<file path="config.mk">
export PLATFORM = sky130hd
export DESIGN_NAME = cordic_arbiter
export DESIGN_NICKNAME = d
export VERILOG_FILES = /design/src/rtl/cordic_arbiter.sv
export SDC_FILE = /design/constraint.sdc
export NUM_CORES = 1
export LEC_CHECK = 0
export BUFFER_PORTS_ARGS = -buffer_cell sky130_fd_sc_hd__buf_2
export CAP_MARGIN = 40
export CELL_PAD_IN_SITES_DETAIL_PLACEMENT = 0
export CELL_PAD_IN_SITES_GLOBAL_PLACEMENT = 1
export CORE_ASPECT_RATIO = 0.6
export CORE_MARGIN = 3
export CORE_UTILIZATION = 26
export CTS_CLUSTER_SIZE = 30
export DETAILED_ROUTE_END_ITERATION = 16
export GPL_TIMING_DRIVEN = 0
export PLACE_DENSITY_LB_ADDON = 0.15
export SLEW_MARGIN = 10
export SYNTH_ARGS = -nofsm -noshare
export SYNTH_HDL_FRONTEND = slang
export SYNTH_SLANG_ARGS = --single-unit
</file>
<file path="constraint.sdc">
create_clock -name clk -period 2 [get_ports clk]
set_input_delay 0.1 -clock clk [delete_from_list [all_inputs] [get_ports clk]]
set_output_delay 0.1 -clock clk [all_outputs]
set_load 0.1 [all_outputs]
</file>
<file path="src/rtl/cordic_arbiter.sv">
// Two-requester arbiter in front of a fixed-latency CORDIC pipeline: per-requester
// credit limiting, tag tracking and response routing. Optional macro: CORDIC_ARB_FIXED_PRIORITY_EN.
module cordic_arbiter #(
   parameter int unsigned LATENCY = 16,
   parameter int unsigned MAX_OUT = 4
) (
   input  logic        clk,
   input  logic        rst_n,
   input  logic        en,
   input  logic        req0_valid,
   input  logic [31:0] req0_angle,
   input  logic        req1_valid,
   input  logic [31:0] req1_angle,
   output logic        req0_ready,
   output logic        req1_ready,
   output logic        resp0_valid,
   output logic        resp1_valid,
   output logic [31:0] resp_result,
   output logic        cordic_clk_en,
   output logic [31:0] cordic_angle,
   input  logic [31:0] cordic_result,
   output logic        busy
);

   localparam int unsigned CNT_W = $clog2(MAX_OUT + 1);

   logic [LATENCY-1:0] tag_valid;
   logic [LATENCY-1:0] tag_id;
   logic [CNT_W-1:0]   cnt0;
   logic [CNT_W-1:0]   cnt1;
   logic               elig0;
   logic               elig1;
   logic               gnt0;
   logic               gnt1;
   logic               xfer;
`ifndef CORDIC_ARB_FIXED_PRIORITY_EN
   logic               last_grant;
`endif

   // Response routing from the tag leaving the pipeline
   always_comb begin
      resp0_valid = en & tag_valid[LATENCY-1] & ~tag_id[LATENCY-1];
      resp1_valid = en & tag_valid[LATENCY-1] &  tag_id[LATENCY-1];
      resp_result = cordic_result;
      busy        = |tag_valid;
   end

   // A response in this cycle frees a credit for a same-cycle transfer
   always_comb begin
      elig0 = req0_valid & ((cnt0 < CNT_W'(MAX_OUT)) | resp0_valid);
      elig1 = req1_valid & ((cnt1 < CNT_W'(MAX_OUT)) | resp1_valid);
   end

   // Grant selection
   always_comb begin
      gnt0 = 1'b0;
      gnt1 = 1'b0;
      if (rst_n && en) begin
         if (elig0 && elig1) begin
`ifdef CORDIC_ARB_FIXED_PRIORITY_EN
            gnt0 = 1'b1;
`else
            gnt0 = last_grant;
            gnt1 = ~last_grant;
`endif
         end else begin
            gnt0 = elig0;
            gnt1 = elig1;
         end
      end
      xfer = gnt0 | gnt1;
   end

   always_comb begin
      req0_ready    = gnt0;
      req1_ready    = gnt1;
      cordic_clk_en = en;
      cordic_angle  = 32'h0000_0000;
      if (gnt0) begin
         cordic_angle = req0_angle;
      end else if (gnt1) begin
         cordic_angle = req1_angle;
      end
   end

   // Tag pipeline mirrors the CORDIC pipeline depth and advances with it
   always_ff @(posedge clk or negedge rst_n) begin
      if (!rst_n) begin
         tag_valid <= '0;
         tag_id    <= '0;
      end else if (en) begin
         for (int i = LATENCY - 1; i > 0; i--) begin
            tag_valid[i] <= tag_valid[i-1];
            tag_id[i]    <= tag_id[i-1];
         end
         tag_valid[0] <= xfer;
         tag_id[0]    <= gnt1;
      end
   end

   // Outstanding-operation credit counters
   always_ff @(posedge clk or negedge rst_n) begin
      if (!rst_n) begin
         cnt0 <= '0;
         cnt1 <= '0;
      end else if (en) begin
         if (gnt0 && !resp0_valid) begin
            cnt0 <= cnt0 + CNT_W'(1);
         end else if (!gnt0 && resp0_valid && cnt0 != '0) begin
            cnt0 <= cnt0 - CNT_W'(1);
         end
         if (gnt1 && !resp1_valid) begin
            cnt1 <= cnt1 + CNT_W'(1);
         end else if (!gnt1 && resp1_valid && cnt1 != '0) begin
            cnt1 <= cnt1 - CNT_W'(1);
         end
      end
   end

`ifndef CORDIC_ARB_FIXED_PRIORITY_EN
   // Reset value 1 lets requester 0 win the first contended cycle
   always_ff @(posedge clk or negedge rst_n) begin
      if (!rst_n) begin
         last_grant <= 1'b1;
      end else if (en && xfer) begin
         last_grant <= gnt1;
      end
   end
`endif

endmodule

</file>
* After elaboration in Yosys (flattened, before gate mapping)
Index checks and enable logic that the tools add are counted.
** Storage, ports and cells
- Word-level logic and storage cells :: 51
- Output and inout bits :: 70
- Input bits :: 101
- Flip-flop bits (word level) :: 39
** Operators by class
- $lt $le $gt $ge :: 2
- Mux-type cells :: 10
- Bitwise logic cells :: 10
- $add $sub $neg :: 4
- Reduce and logical (&&, ||, !) cells :: 20
** Operator list (number)
- $mux W32 :: 2
- $reduce_or A16 Y1 :: 1
- $mux W3 :: 4
- $logic_and A1 B1 Y1 :: 9
- $add A3 B1 Y3 const B :: 2
- $lt A3 B3 Y1 const B :: 2
- $reduce_bool A3 Y1 :: 2
- $sub A3 B1 Y3 const B :: 2
- $and A1 B1 Y1 :: 5
- $logic_not A1 Y1 :: 4
- $mux W1 :: 4
- $reduce_and A2 Y1 :: 2
- $reduce_bool A2 Y1 :: 2
- $or A1 B1 Y1 :: 3
- $not A1 Y1 :: 2

* Depth between registers and ports, before layout
- Word-level depth :: 12
- Mapped depth :: 11
- Depth with buffers taken out :: 8

* Worst setup path before layout
OpenSTA, ideal clock, no wires.
- Path kind :: reg-to-reg
- From :: register tag_id[15]
- To :: register cnt0[2]
- Stages on the path, launching flop included :: 11
- Clock period less this slack :: 2582 ps
- Arrival time :: 2458 ps
- Path buffers :: 2
- Library setup time :: 124 ps
- Data required time :: 1876 ps
- Slack :: -582 ps
- Cells stage by stage :: dfrtp_1 -> nand2b_1 -> a21oi_1 -> nor2b_1 -> buf_6 -> buf_2 -> nand2_1 -> fa_1 -> nor3_1 -> a32oi_1 -> xnor2_1
** On the way
- Word-level cells in the longest chain between the ends :: 12
- Elaborated cells between the ends (all ways) :: 18
- Classes of those cells :: mux (3); bitwise (7); reduce/logical (8)
** Ends and longest elaborated chain
- start, declared :: line 28 : logic [LATENCY-1:0] tag_id;
- start signal, assigned by index :: line 94 : tag_id[i] <= tag_id[i-1];
- $not A1 Y1 :: line 42 : resp0_valid = en & tag_valid[LATENCY-1] & ~tag_id[LATENCY-1];
- $and A1 B1 Y1 :: line 42
- $or A1 B1 Y1 :: line 50 : elig0 = req0_valid & ((cnt0 < CNT_W'(MAX_OUT)) | resp0_valid);
- $and A1 B1 Y1 :: line 50
- $logic_and A1 B1 Y1 :: line 59 : if (elig0 && elig1) begin
- $mux W1 * :: line 59
- $mux W1 * :: line 58 : if (rst_n && en) begin
- net req0_ready :: line 14 : output logic req0_ready,
- $logic_not A1 Y1 :: line 109 : end else if (!gnt0 && resp0_valid && cnt0 != '0) begin
- $logic_and A1 B1 Y1 (2 in series) :: line 109
- $reduce_bool A2 Y1 (no line)
- $reduce_and A2 Y1 (no line)
- end signal, assigned :: line 108 : cnt0 <= cnt0 + CNT_W'(1);
- end signal, assigned :: line 110 : cnt0 <= cnt0 - CNT_W'(1);
- end, declared :: line 29 : logic [CNT_W-1:0] cnt0;
Mark *: on every way through the listed nets, which the timed path passes. The rest lies on a longest branch.
A chain may end at the register's enable or synchronous reset.

* Worst setup path in the final report
- From :: register tag_id[15]
- To :: output cordic_angle[18]
** On the way
- Word-level cells in the longest chain between the ends :: 9
- Elaborated cells between the ends (all ways) :: 14
- Classes of those cells :: mux (6); bitwise (7); reduce/logical (1)
** Ends and longest elaborated chain
- $not A1 Y1 :: line 42
- $and A1 B1 Y1 :: line 42
- $or A1 B1 Y1 :: line 50
- $and A1 B1 Y1 :: line 50
- $logic_and A1 B1 Y1 :: line 59
- $mux W1 :: line 59
- $mux W1 :: line 58
- $mux W32 :: line 81 : end else if (gnt1) begin
- $mux W32 * :: line 79 : if (gnt0) begin
- end, declared :: line 20 : output logic [31:0] cordic_angle,
Every way passes the cells marked *; elsewhere a longest branch is shown, timed or not.

==> results.md <==
- Setup ws final: -0.0140 ns
- Syn_nets: 298
- Mapped Cells: 195
- CP arrival: 1.91 ns
- GR Layer Usage met3: 3.94%
- Layout cells sized above 1: 80.4%
- Internal Power: 2.83 mW
- Final min period: 2.01 ns
- Status: finished with violations
- F_max: 0.497 GHz
- Worst-margin pin slew: 0.571 ns
- Static leakage: 2.16 nW
- Drt total wl: 8060 µm
- CP cell instances: nand3b_4 > a21oi_4 > nor2b_4 > buf_6 > bufbuf_16 > a22o_4 > buf_12
- Share of the synthesized area in the top cell type: 41.8%
- Layout net count: 469
- MaxCap Viol Count: 0
- RD Place Congestion: 0.739
- Clock transition at path regs: 0.06 ns
- H-tree depth: 2
- Initial antenna violation count: 0
- Average routed wire per standard cell: 17.0 µm
- Worst path max stage delay: 0.43 ns
- DRC Markers: 0
- Final Hold Violating Endpoints: 0
- Number of global-route vias before repair: 2,215
- Antenna cells: 0
- Detail Route Antenna Nets: 0
- Final instance area: 4290 µm²
- Flip-flop and latch count after synthesis: 39
- TNS Setup: -0.0526 ns
- Net switching power: 2.06 mW
- Via count: 2,172
- Distinct cells, synth: 32
- Clk_lat worst skew: 0.28 ns
- Max-slew headroom: 61.9%
- Num Clock Sinks: 39
- Layout Skew: 0.00152 ns
- CP max FO: 5
- Most frequent cells in the layout: buf_2, buf_4, dfrtp_1
- Cell taking the most area after synthesis: dfrtp_1
- Synth top area cells: dfrtp_1, mux2_2, a22o_1
- Crit end category: output port
- Failing checks: negative setup slack
- Total track usage: 14.2%
- Post-synthesis sequential area ratio: 43.0%
- DRT iter0 DRCs: 49
- First-pass DRT Iterations: 4
- Commonest non-fill, non-tap cell in the layout: buf_2
- Largest net degree at the start of global routing: 30
- GRT met1 Usage: 17.6%
- Clock buffer depth: 2
- Die Ht: 78.4 µm
- Via density: 4.57
- Die Area: 9940 µm²
- Comb pwr share: 51.6%
- Max VDD drop: 0.000423 V
- Sequential Power Share: 29.6%
- Initial core utilization: 27.8%
- Hold Path Class: input pin to register
- Final Cycle Share: 101%
- Setup violations, final: 6
- Yosys warns: 0
- Placed cell area: 3230 µm²
- Busiest grt layer: met2
- First-pass GRT wire length: 11,300 µm
- Startpoint types: register
- Slowest-stage cell, CP: dfrtp_2
- TritonCTS clock tree: yes
- Family with the most delay on the worst path: buffers and inverters
- Crit path buf inv count: 3
- Sw Share: 42.1%
- WS Path Type: register to output port
- Avg Cell Area, Syn: 11.7 µm²
- M2 GR Usage: 24.9%
- Critical Path RT: 1.90 ns
- Pwr dens: 1140 nW/µm²
- Die Wd: 127 µm
- Mapped Area: 2270 µm²
- IO Count: 171
- # rows: 25
- Clock power share: 18.8%
- Port bufs: 137
- Layout area overhead: 88.6%
- Fin. max-slew vios: 0
- Root buf cell: clkbuf_16
- GR Overflow Total: 0
- Total Power Consumption: 4.88 mW
- Hpwl dp: 5590 µm
- Core area: 8160 µm²
- Place WS: -0.300 ns
- CTS Buf Count: 5
- RSZ-0062 raised after global routing: yes
==> sequential cells by signal, indices dropped and copies added (netlist names) <==
signal      cells
cnt0            3
cnt1            3
last_grant      1
tag_id         16
tag_valid      16
==> cells in the mapped netlist <==
master,count
inv_1,4
nand4_1,1
nor3_1,4
fa_1,2
mux2_4,1
a21oi_1,3
a32oi_1,2
a22oi_2,1
nand3b_2,1
dfrtp_1,38
a21oi_2,1
mux2_2,30
buf_1,3
nand3_1,2
xnor2_1,3
nor2b_2,1
a21o_1,2
nand2b_1,2
o21ai_0,3
dfstp_2,1
a22o_1,32
buf_2,7
buf_6,2
nor2_1,3
nand3_4,1
mux2_1,1
nor2b_1,1
xor2_1,1
nand2_1,4
a22o_4,1
buf_4,33
nor4_1,4
==> power groups by stage <==
stage          sequential, mW  combinational, mW  clock, mW
2_1_floorplan            1.36               1.68          0
3_3_place_gp             1.44               1.96          0
3_5_place_dp             1.45               1.98          0
4_1_cts                  1.43               2.29      0.941
5_1_grt                  1.49               2.64      0.986
6_report                 1.44               2.52      0.920
==> final timing paths <==
| kind | from | depth (start not counted) | slack, ns | endpoint |
|---|---|---|---|---|
| max in group asynchronous | rst_n | 4 | 1.22 | tag_valid[15] |
| min in group asynchronous | rst_n | 2 | 0.33 | tag_id[6] |
| hold / removal | en | 2 | 0.29 | tag_id[2] |
| setup reg to reg | tag_valid[15] | 10 | 0 | cnt1[2] |
| setup / recovery | tag_id[15] | 7 | -0.01 | cordic_angle[18] |
| hold reg to reg | tag_id[0] | 1 | 0.50 | tag_id[0] |
==> metal layers <==
metal  wire length [µm]  up-vias
met1               3280     1042
met3                493        8
met2               4210      104
li1                   -     1018
met4                 75        0
met5                  0        -
==> layout make-up <==
type,instances,area [µm²]
plain buffers,43,345
clock buffers,6,139
clock inverters,2,35.0
fillers,681,3880
inverters,4,15.0
multi-input cells,107,1210
flip-flops and latches,39,980
well taps,108,135
repair buffers,166,1420
==> through the flow <==
stage / utilization (%) / hold WS [ns] / instances
after floorplan: - / -0.196 / 195
after global placement: 39.3 / 0.282 / 440
after detailed placement: 39.6 / -0.0191 / 441
after CTS: 47.3 / 0.277 / 469
after global routing: 52.5 / 0.289 / 475
final: 52.5 / 0.293 / 475
==> cells by family (layout without fill, tap and decap cells) <==
group                      count (synthesis)  in the layout  synth area share [%]
AOI/OAI and AO/OA                         45             45                  16.8
adders and majority gates                  2              2                  1.76
DFF                                       39             39                  43.0
muxes                                     32             32                  16.0
and+or+nand+nor                           24             24                  6.33
buffers and inverters                     49            221                  14.6
xor gates and xnor gates                   4              4                  1.54
==> repair_timing <==
item	4_1_cts	5_1_grt
endpoints found under the setup margin	38	38
resized for setup	82	76
hold buffers	3	0
buffers inserted	15	9
cloned	2	1
hold endpoints to repair	38	0
pin swaps	7	9
(Power assumes the default switching activity.)
